## config.mk

```make
export PLATFORM = sky130hd
export DESIGN_NAME = lsu_mem_master
export DESIGN_NICKNAME = d
export VERILOG_FILES = /design/src/rtl/lsu_pkg.sv /design/src/rtl/lsu_load_ext.sv /design/src/rtl/lsu_mem_master.sv
export SDC_FILE = /design/constraint.sdc
export NUM_CORES = 1
export LEC_CHECK = 0
export BUFFER_PORTS_ARGS = -buffer_cell sky130_fd_sc_hd__buf_4
export CAP_MARGIN = 20
export CELL_PAD_IN_SITES_DETAIL_PLACEMENT = 1
export CELL_PAD_IN_SITES_GLOBAL_PLACEMENT = 1
export CORE_AREA = 2 2 180 182
export DETAILED_ROUTE_END_ITERATION = 8
export DIE_AREA = 0 0 182 184
export PLACE_DENSITY = 0.85
export SLEW_MARGIN = 15
export SYNTH_ARGS = -nofsm -noshare
export SYNTH_HDL_FRONTEND = slang
export SYNTH_SLANG_ARGS = --single-unit
```

## constraint.sdc

```tcl
create_clock -name clock -period 1.45 [get_ports clock]
set_input_delay 0.0725 -clock clock [delete_from_list [all_inputs] [get_ports clock]]
set_output_delay 0.0725 -clock clock [all_outputs]
set_load 0.01 [all_outputs]
```

## src/rtl/lsu_pkg.sv

```systemverilog
// Shared constants and helpers for the LSU simulation-memory initiator.
// Size encodings, FSM state codes and store length masks.
package lsu_pkg;

  localparam int unsigned ADDR_W = 64;
  localparam int unsigned DATA_W = 64;
  localparam int unsigned MASK_W = 8;

  localparam logic [1:0] SIZE_B = 2'd0;
  localparam logic [1:0] SIZE_H = 2'd1;
  localparam logic [1:0] SIZE_W = 2'd2;
  localparam logic [1:0] SIZE_D = 2'd3;

  localparam logic [1:0] ST_IDLE   = 2'd0;
  localparam logic [1:0] ST_ACCESS = 2'd1;
  localparam logic [1:0] ST_RESP   = 2'd2;

  localparam logic [MASK_W-1:0] MASK_B = 8'h01;
  localparam logic [MASK_W-1:0] MASK_H = 8'h03;
  localparam logic [MASK_W-1:0] MASK_W4 = 8'h0F;
  localparam logic [MASK_W-1:0] MASK_D = 8'hFF;

  function automatic logic [MASK_W-1:0] size_mask(input logic [1:0] size);
    case (size)
      SIZE_B:  return MASK_B;
      SIZE_H:  return MASK_H;
      SIZE_W:  return MASK_W4;
      default: return MASK_D;
    endcase
  endfunction

  // Low address bits that must be zero for a naturally aligned access.
  function automatic logic [2:0] align_mask(input logic [1:0] size);
    case (size)
      SIZE_B:  return 3'b000;
      SIZE_H:  return 3'b001;
      SIZE_W:  return 3'b011;
      default: return 3'b111;
    endcase
  endfunction

  function automatic logic [DATA_W-1:0] byte_expand(input logic [MASK_W-1:0] m);
    logic [DATA_W-1:0] r;
    for (int i = 0; i < int'(MASK_W); i++) r[i*8 +: 8] = {8{m[i]}};
    return r;
  endfunction

endpackage

```

## src/rtl/lsu_load_ext.sv

```systemverilog
// Selects the low 2^size bytes of read data and sign/zero extends to 64 bits.
module lsu_load_ext
  import lsu_pkg::*;
(
  input  logic [DATA_W-1:0] rd_data,
  input  logic [1:0]        size,
  input  logic              is_unsigned,
  output logic [DATA_W-1:0] ext_data
);

  always_comb begin
    ext_data = rd_data;
    case (size)
      SIZE_B:  ext_data = is_unsigned ? {56'b0, rd_data[7:0]}  : {{56{rd_data[7]}},  rd_data[7:0]};
      SIZE_H:  ext_data = is_unsigned ? {48'b0, rd_data[15:0]} : {{48{rd_data[15]}}, rd_data[15:0]};
      SIZE_W:  ext_data = is_unsigned ? {32'b0, rd_data[31:0]} : {{32{rd_data[31]}}, rd_data[31:0]};
      default: ext_data = rd_data;
    endcase
  end

endmodule

```

## src/rtl/lsu_mem_master.sv

```systemverilog
// Load/store initiator onto the single-cycle DPI memory port.
// Optional LSU_ALIGN_CHECK_EN: misaligned requests skip memory and respond with resp_err.
module lsu_mem_master
  import lsu_pkg::*;
(
  input  logic              clock,
  input  logic              reset,
  input  logic              req_valid,
  output logic              req_ready,
  input  logic              req_wen,
  input  logic [ADDR_W-1:0] req_addr,
  input  logic [DATA_W-1:0] req_wdata,
  input  logic [1:0]        req_size,
  input  logic              req_unsigned,
  output logic              resp_valid,
  input  logic              resp_ready,
  output logic [DATA_W-1:0] resp_rdata,
  output logic              resp_err,
  output logic              mem_rd_en,
  output logic [ADDR_W-1:0] mem_rd_addr,
  input  logic [DATA_W-1:0] mem_rd_data,
  output logic              mem_we_en,
  output logic [ADDR_W-1:0] mem_we_addr,
  output logic [DATA_W-1:0] mem_we_data,
  output logic [MASK_W-1:0] mem_we_mask
);

  logic [1:0]        state, next_state;
  logic              wen_q, uns_q, mis_q, mis_d;
  logic [ADDR_W-1:0] addr_q;
  logic [DATA_W-1:0] wdata_q, load_data;
  logic [1:0]        size_q;
  logic              accept, rd_go, we_go;

  assign req_ready  = (state == ST_IDLE) | ((state == ST_RESP) & resp_ready);
  assign resp_valid = (state == ST_RESP);
  assign accept     = req_valid & req_ready;

`ifdef LSU_ALIGN_CHECK_EN
  assign mis_d = |(req_addr[2:0] & align_mask(req_size));
`else
  assign mis_d = 1'b0;
`endif

  // Strobes exist only in an ACCESS cycle of an aligned request, never under reset.
  assign rd_go = (state == ST_ACCESS) & ~mis_q & ~wen_q & ~reset;
  assign we_go = (state == ST_ACCESS) & ~mis_q &  wen_q & ~reset;

  assign mem_rd_en   = rd_go;
  assign mem_rd_addr = rd_go ? addr_q : '0;
  assign mem_we_en   = we_go;
  assign mem_we_addr = we_go ? addr_q : '0;
  assign mem_we_data = we_go ? (wdata_q & byte_expand(size_mask(size_q))) : '0;
  assign mem_we_mask = we_go ? size_mask(size_q) : '0;

  lsu_load_ext u_load_ext (
    .rd_data     (mem_rd_data),
    .size        (size_q),
    .is_unsigned (uns_q),
    .ext_data    (load_data)
  );

  always_comb begin
    next_state = state;
    case (state)
      ST_IDLE:   if (accept) next_state = ST_ACCESS;
      ST_ACCESS: next_state = ST_RESP;
      ST_RESP:   if (resp_ready) next_state = req_valid ? ST_ACCESS : ST_IDLE;
      default:   next_state = ST_IDLE;
    endcase
  end

  always_ff @(posedge clock) begin
    if (reset) begin
      state      <= ST_IDLE;
      wen_q      <= 1'b0;
      uns_q      <= 1'b0;
      mis_q      <= 1'b0;
      addr_q     <= '0;
      wdata_q    <= '0;
      size_q     <= '0;
      resp_rdata <= '0;
      resp_err   <= 1'b0;
    end else begin
      state <= next_state;
      if (accept) begin
        wen_q   <= req_wen;
        uns_q   <= req_unsigned;
        mis_q   <= mis_d;
        addr_q  <= req_addr;
        wdata_q <= req_wdata;
        size_q  <= req_size;
      end
      if (state == ST_ACCESS) begin
        resp_rdata <= (wen_q | mis_q) ? '0 : load_data;
        resp_err   <= mis_q;
      end
    end
  end

endmodule

```

* After elaboration in Yosys (flattened, before gate mapping)
Index checks and enable logic that the tools add are counted.
** Operators by class
- Bitwise operators :: 10
- Eq/ne operators :: 6
- Muxes and demuxes :: 14
- Reduce and logical (&&, ||, !) cells :: 3
** Operator list (count)
- 64-bit two-way mux :: 7
- 64-bit case mux with 3 select lines :: 1
- 64-bit bitwise AND :: 1
- 8-bit case mux with 3 select lines :: 1
- 8-bit two-way mux :: 1
- 1-bit bitwise AND :: 6
- 2-bit case mux with 3 select lines :: 1
- 2-bit by 1-bit equality test with 1-bit output, second input constant :: 2
- 2-bit equality test, second input constant :: 2
- 2-bit logical NOT :: 2
- 2-bit two-way mux :: 2
- 2-bit by 1-bit inequality test with 1-bit output, second input constant :: 1
- 2-bit inequality test, second input constant :: 1
- 1-bit NOT :: 2
- 2-bit AND reduction :: 1
- 1-bit two-way mux :: 1
- 1-bit bitwise OR :: 1
** Storage, ports and cells
- Word-level logic and storage cells :: 40
- Flip-flop bits (word level) :: 198
- Output and inout bits :: 269
- Input port bits :: 200

* Logic depth before layout (Yosys ltp)
Gate-level depths: netlist of run 1.
- Depth after elaboration :: 6
- Gate-level depth with buffers :: 7
- Gate-level depth less buffers :: 5

* Modules after synthesis
Synthesis of run 1 repeated with hierarchy kept, for this count alone.
** Second synthesis, totals
- Cell total of the unflattened synthesis :: 1104
- Area, all modules :: 10118.5 um2
** Modules (own cells, without submodules)
- lsu_mem_master :: seq. area each 3963.8 um2, instances 1, cells each 954, area an instance 9265.1 um2
- lsu_load_ext :: seq. area each 0.0 um2, instances 1, cells each 150, area an instance 853.3 um2

* Worst setup path after synthesis of run 1
OpenSTA, ideal clock, no wires.
- Kind :: reg-to-output
- From :: reg state[1]
- To :: out mem_we_mask[3]
- Setup slack :: -133 ps
- Cell stages (with the launch flop) :: 6
- Path buffers :: 2
- Data required time :: 1378 ps
- Data arrival time :: 1511 ps
- Path through :: dfxtp_1 > nand2b_2 > nor3b_4 > clkbuf_1 > and2_1 > buf_4
** On the way
- Word-level cells in the longest chain between the ends :: 4
** RTL lines
- start, declared :: RTL line lsu_mem_master.sv:28 : logic [1:0] state, next_state;
- start signal, assigned :: RTL line lsu_mem_master.sv:85 : state <= next_state;
- 2-bit by 1-bit equality test with 1-bit output :: RTL line lsu_mem_master.sv:47 : assign we_go = (state == ST_ACCESS) & ~mis_q & wen_q & ~reset;
- 1-bit bitwise AND (2 in series) :: RTL line lsu_mem_master.sv:47
- net mem_we_en :: RTL line lsu_mem_master.sv:22 : output logic mem_we_en,
- 8-bit two-way mux :: RTL line lsu_mem_master.sv:54 : assign mem_we_mask = we_go ? size_mask(size_q) : '0;
- end, declared :: RTL line lsu_mem_master.sv:25 : output logic [MASK_W-1:0] mem_we_mask
The timed path passes the listed nets, and every way through them passes these cells.

* Worst setup path in the final report of run 1
- From :: reg state[1]
- To :: out mem_rd_addr[30]
** On the way
- Word-level cells in the longest chain between the ends :: 4
** RTL lines
- 2-bit by 1-bit equality test with 1-bit output :: RTL line lsu_mem_master.sv:46 : assign rd_go = (state == ST_ACCESS) & ~mis_q & ~wen_q & ~reset;
- 1-bit bitwise AND (2 in series) :: RTL line lsu_mem_master.sv:46
- 64-bit two-way mux :: RTL line lsu_mem_master.sv:50 : assign mem_rd_addr = rd_go ? addr_q : '0;
- end, declared :: RTL line lsu_mem_master.sv:20 : output logic [ADDR_W-1:0] mem_rd_addr,
Every way passes these cells.

==> flow_metrics.env, run 1 <==
export IMPL_status="finished with violations"
export IMPL_violations="setup timing"
export IMPL_synthArstFlopShare_pct=0
export IMPL_rsz0062_at_grt="true"
export IMPL_cpLargestDelayFamily="simple AND/OR/NAND/NOR gates"
export IMPL_htreeDepth=4
export IMPL_seq_area_mm2=0.00397
export IMPL_clk_pin_slew_ps=70
export IMPL_antenna_left=0
export IMPL_area_delta_synth_final_pct=98.0
export IMPL_finalSetupViolCount=384
export IMPL_dieHeight_um=184
export IMPL_vdd_drop_max_v=0.000817
export IMPL_antenna_found_initial=8
export IMPL_grt_ovfl_total=0
export IMPL_maxCapViolations=0
export IMPL_firstDrtPassIters=5
export IMPL_layout_commonest_cell="buf_4"
export IMPL_synth_seq_area_share_pct=47.0
export IMPL_max_clock_path_buffers=2
export IMPL_hold_viol=0
export IMPL_track_usage_pct=27.2
export IMPL_routed_via_count=11040
export IMPL_io_pins=469
export IMPL_setup_ws_ps=-664
export IMPL_grt_pass1_wl_mm=70.0
export IMPL_grt_pass1_vias=12179
export IMPL_cp_required_ps=1380
export IMPL_relSlewSlack_pct=44.1
export IMPL_sw_frac_of_total_pct=28.7
export IMPL_routed_via_density=5.05
export IMPL_p_int_uw=9920
export IMPL_synthFlopType="dfxtp_1"
export IMPL_fmax_mhz=473
export IMPL_dieArea_mm2=0.0335
export IMPL_p_per_area_mw_per_mm2=834
export IMPL_core_mm2=0.0314
export IMPL_drive_above_1_share_pct=41.4
export IMPL_syn_cell_area_mm2=0.00843
export IMPL_slowest_stage="or3_4"
export IMPL_wire_per_inst_um=23.7
export IMPL_tightest_slew_ps=838
export IMPL_numCtsBuffers=17
export IMPL_synth_cell_types=34
export IMPL_io_buffer_count=467
export IMPL_critPathMaxStageDelay_ps=360
export IMPL_pwr_share_comb_pct=19.7
export IMPL_maxSlewViolCount=0
export IMPL_clk_latency_ps=440
export IMPL_cts_sinks=198
export IMPL_place_congestion=0.817
export IMPL_nFillCells=3513
export IMPL_die_w_um=182
export IMPL_path_common_cell="buf_4"
export IMPL_hp_class="in2reg"
export IMPL_nets=1965
export IMPL_final_cell_mix="buf_4 (412), nand2_1 (322), dfxtp_1 (195)"
export IMPL_grt_max_degree=71
export IMPL_crit_type="reg2out"
export IMPL_cts_root_buf="clkbuf_16"
export IMPL_netSwitchingPower_uw=3990
export IMPL_routed_wl_mm=51.8
export IMPL_hold_slack_ps=61.0
export IMPL_seqPwrFrac_pct=43.3
export IMPL_dpl_instance_area_mm2=0.0127
export IMPL_rows=65
export IMPL_syn_instance_count=1085
export IMPL_power_share_clock_pct=37.0
export IMPL_place_hpwl_mm=25.5
export IMPL_period_share_pct=146
export IMPL_synth_edff_count=0
export IMPL_drc_errors=0
export IMPL_multi_input_area_mm2=0.00430
export IMPL_initial_core_util_pct=26.9
export IMPL_ys_ff_latch=198
export IMPL_fin_skew_ps=9.35
export IMPL_crit_arrival_ps=2040
export IMPL_startpoint_type="flop"
export IMPL_timing_critical_path_buf_inv=5
export IMPL_worstPathCellList="nand2b_4, buf_4, or3_4, clkinv_8, buf_8, buf_12, and2_1, buf_4"
export IMPL_finalCriticalPeriod_ps=2110
export IMPL_drt_iter0_drc=453
export IMPL_p_leak_uw=0.00765
export IMPL_cts_tree="built"
export IMPL_synth_net_count=1285
export IMPL_path_max_fanout=8
export IMPL_crit_path_end_kind="output pin"
export IMPL_synth_warnings=0
export IMPL_setup_tns_final_ps=-143070
export IMPL_postSynthAreaPerCell_um2=7.77
export IMPL_final_area_mm2=0.0167
==> cell families after synthesis <==
family	Yosys count	synth area share (%)
AO/OA/AOI/OAI	228	15.7
other	1	0.0445
flip-flops	198	47.0
buffers and inverters	97	5.71
AND/OR/NAND/NOR	561	31.5
==> area by class of cell <==
class                      instances  share of cell area (%)
inverter                           4                   0.187
tap                              402                    3.01
multi-input combinational        790                    25.8
sequential                       198                    23.8
timing repair buffer             754                    43.4
clock buffer                      19                    2.71
clock inverter                    13                   0.975
antenna                            8                   0.120
==> cell usage after synthesis, types with 2 or more instances <==
| library cell | instances | share of area (%) |
|---|---|---|
| nand2_1 | 322 | 14 |
| dfxtp_1 | 198 | 47 |
| and2_1 | 170 | 13 |
| a21oi_1 | 160 | 9.5 |
| clkbuf_1 | 50 | 2.2 |
| nor2_1 | 35 | 1.6 |
| o21ai_2 | 29 | 3.0 |
| and3_1 | 24 | 1.8 |
| o21ai_0 | 23 | 1.4 |
| buf_2 | 20 | 1.2 |
| buf_4 | 16 | 1.4 |
| a22o_1 | 9 | 0.94 |
| buf_6 | 4 | 0.53 |
| inv_1 | 3 | 0.13 |
| clkbuf_2 | 2 | 0.12 |
| or3_1 | 2 | 0.15 |
==> worst paths after layout <==
kind | from | to | slack, ps | cells past startpoint
worst min register to register | wdata_q[22] | wdata_q[22] | 450 | 2
worst max-delay path | state[1] | mem_rd_addr[30] | -660 | 8
worst max register to register | state[1] | resp_rdata[38] | -390 | 9
worst min-delay path | mem_rd_data[31] | resp_rdata[31] | 60 | 3
==> registers in the layout, indices dropped and copies added, names as in the netlist <==
name,cells
wen_q,1
resp_rdata,64
size_q,2
state,2
addr_q,64
wdata_q,64
uns_q,1
==> metrics by stage <==
| step | setup slack [ps] | utilization, % | power [uW] | cells |
|---|---|---|---|---|
| after global routing | -736 | 53.2 | 14400 | 2188 |
| after floorplan | 19.9 | - | 6830 | 1085 |
| final | -664 | 53.2 | 13900 | 2188 |
| after CTS | -672 | 50.5 | 13600 | 2163 |
| after detailed placement | -180 | 40.6 | 7960 | 1920 |
| after global placement | -134 | 40.6 | 7880 | 1920 |
==> power by group through the flow <==
stage,Combinational (uW),Clock (uW),Sequential (uW)
after CTS,2410,5200,5970
after floorplan,773,0,6060
after global routing,2900,5470,6040
after detailed placement,1870,0,6090
after global placement,1810,0,6070
final,2750,5150,6020
==> metal layers <==
layer	share of wire (%)	routed length, um	global-route usage, %	vias to the layer above
met3	5.9	3080	6.40	190
met2	53	27200	51.6	572
met1	36	18700	27.2	5438
li1	-	-	-	4840
met5	0	0	0	-
met4	5.5	2830	15.2	0
==> worst register-to-register path, delay by kind of cell, from the launching register on <==
| kind | cells | cell delay (ps) |
|---|---|---|
| buf+inv | 5 | 680 |
| compound gates | 2 | 260 |
| flops | 1 | 320 |
| simple gates | 2 | 510 |
==> repair_timing <==
| action | CTS | global route |
|---|---|---|
| hold endpoints to repair | 194 | 0 |
| hold buffers | 194 | 0 |
| pin swaps | 5 | 46 |
| endpoints found under the setup margin | 361 | 399 |
| buffers inserted | 8 | 9 |
| cloned | 9 | 12 |
| gates resized for setup | 70 | 159 |
Power figures use the tool's default switching activity.
==> inputs of run 2 (changes only) <==
--- a/config.mk
+++ b/config.mk
@@ -9,10 +9,11 @@
 export CAP_MARGIN = 20
 export CELL_PAD_IN_SITES_DETAIL_PLACEMENT = 1
 export CELL_PAD_IN_SITES_GLOBAL_PLACEMENT = 1
-export CORE_AREA = 2 2 180 182
+export CORE_AREA = 2 2 182 184
+export CTS_BUF_LIST = sky130_fd_sc_hd__clkbuf_8
 export DETAILED_ROUTE_END_ITERATION = 8
-export DIE_AREA = 0 0 182 184
-export PLACE_DENSITY = 0.85
+export DIE_AREA = 0 0 184 186
+export PLACE_DENSITY = 0.83
 export SLEW_MARGIN = 15
 export SYNTH_ARGS = -nofsm -noshare
 export SYNTH_HDL_FRONTEND = slang
==> flow_metrics.env, run 2 (synthesized netlist as in run 1, its figures left out) <==
export IMPL_status="finished with violations"
export IMPL_violations="setup timing"
export IMPL_rows=66
export IMPL_crit_arrival_ps=2010
export IMPL_grt_ovfl_total=0
export IMPL_p_per_area_mw_per_mm2=753
export IMPL_core_mm2=0.0322
export IMPL_initial_core_util_pct=26.2
export IMPL_p_leak_uw=0.00808
export IMPL_die_w_um=184
export IMPL_dieHeight_um=186
export IMPL_cts_sinks=198
export IMPL_grt_max_degree=71
export IMPL_grt_pass1_vias=11756
export IMPL_pre_cts_ws_ps=-187
export IMPL_layout_commonest_cell="buf_4"
export IMPL_period_share_pct=144
export IMPL_clk_pin_slew_ps=110
export IMPL_numCtsBuffers=17
export IMPL_maxCapViolations=0
export IMPL_routed_via_count=11293
export IMPL_routed_wl_mm=56.7
export IMPL_fmax_mhz=480
export IMPL_io_pins=469
export IMPL_crit_path_end_kind="output pin"
export IMPL_final_util_pct=55.5
export IMPL_reg_top3="addr_q: 64 flops, resp_rdata: 64 flops, wdata_q: 64 flops"
export IMPL_final_cells=2229
export IMPL_io_buffer_count=467
export IMPL_finalCriticalPeriod_ps=2080
export IMPL_placed_cells=1914
export IMPL_hold_slack_ps=85.8
export IMPL_final_cell_mix="buf_4 (352), nand2_1 (300), dlygate4sd3_1 (196)"
export IMPL_cts_root_buf="clkbuf_8"
export IMPL_htreeDepth=4
export IMPL_nets=2002
export IMPL_tightest_slew_ps=912
export IMPL_maxSlewViolCount=0
export IMPL_place_congestion=0.785
export IMPL_area_delta_synth_final_pct=112
export IMPL_place_hpwl_mm=25.4
export IMPL_drc_errors=0
export IMPL_max_clock_path_buffers=2
export IMPL_fin_skew_ps=29.6
export IMPL_vdd_drop_max_v=0.000626
export IMPL_nFillCells=3527
export IMPL_startpoint_type="flop"
export IMPL_hp_class="in2reg"
export IMPL_routed_via_density=5.07
export IMPL_grt_pass1_wl_mm=68.4
export IMPL_rsz0062_at_grt="true"
export IMPL_antenna_found_initial=6
export IMPL_track_usage_pct=26.5
export IMPL_dieArea_mm2=0.0342
export IMPL_clk_latency_ps=510
export IMPL_firstDrtPassIters=4
export IMPL_wire_per_inst_um=25.4
export IMPL_finalSetupViolCount=343
export IMPL_cts_tree="built"
export IMPL_path_max_fanout=14
export IMPL_cp_required_ps=1380
export IMPL_setup_ws_ps=-633
export IMPL_hold_viol=0
export IMPL_antenna_left=0
export IMPL_setup_tns_final_ps=-133310
export IMPL_drive_above_1_share_pct=48.5
export IMPL_drt_iter0_drc=495
export IMPL_crit_type="reg2out"
export IMPL_relSlewSlack_pct=39.2
run 2: cell count changes in the layout (fill, tap and decap cells not counted), sizes merged:
cell,change
clkbuf,+11
diode,-2
buf,+21
bufinv,+1
clkinv,+4
clkinvlp,-4
inv,+2
dlygate4sd3,+2
run 2: critical path, cell delays in order (launching register included):
cell and delay, ps:
dfxtp_2 340, nand2b_4 150, or3_4 420, clkinv_8 150, buf_16 150, and2_1 160
buf_4 130
run 2: worst paths after layout:
kind                                  start               to  slack (ps)  depth (start not counted)
worst max-delay path               state[1]  mem_rd_addr[24]        -630                          6
worst min-delay path                  reset   resp_rdata[41]          90                          5
worst max register to register     state[1]   resp_rdata[63]        -550                         11
worst min register to register  wdata_q[32]      wdata_q[32]         460                          2
run 2: layout make-up:
cell class,count,area [um^2],area share (%)
multi-input combinational,790,4670,26.1
timing repair buffer,790,8220,46.0
timing repair inverter,1,16.3,0.0910
sequential,198,3980,22.2
tap,408,510,2.86
clock inverter,15,211,1.18
inverter,4,30.0,0.168
antenna,6,15.0,0.0840
clock buffer,17,234,1.31
run 2: per-layer routing:
metal / GRT usage, % / vias to the layer above / wire length, um
met3: 5.91 / 245 / 3550
li1: - / 4926 / -
met4: 16.1 / 2 / 3900
met1: 26.9 / 5509 / 20300
met2: 49.3 / 611 / 28900
met5: 0 / - / 13
run 2: timing repair:
action | 4_1_cts | 5_1_grt
resized for setup | 91 | 346
endpoints found under the hold margin | 196 | 0
pin swaps | 22 | 55
setup buffers | 17 | 25
endpoints found under the setup margin | 346 | 340
cloned | 17 | 31
hold buffers | 196 | 0
run 2: report_power, final:
group / total [uW] / switching, uW / internal [uW]
Combinational: 3260 / 1500 / 1760
Sequential: 6040 / 280 / 5760
Clock: 4150 / 2360 / 1790
Total: 13500 / 4150 / 9310
run 2: stage by stage:
| stage | instance area [um^2] | power (uW) |
|---|---|---|
| 2_1_floorplan | 8480 | 6830 |
| 3_3_place_gp | 12600 | 7840 |
| 3_5_place_dp | 12600 | 7920 |
| 4_1_cts | 16000 | 12600 |
| 5_1_grt | 17900 | 13900 |
| 6_report | 17900 | 13500 |
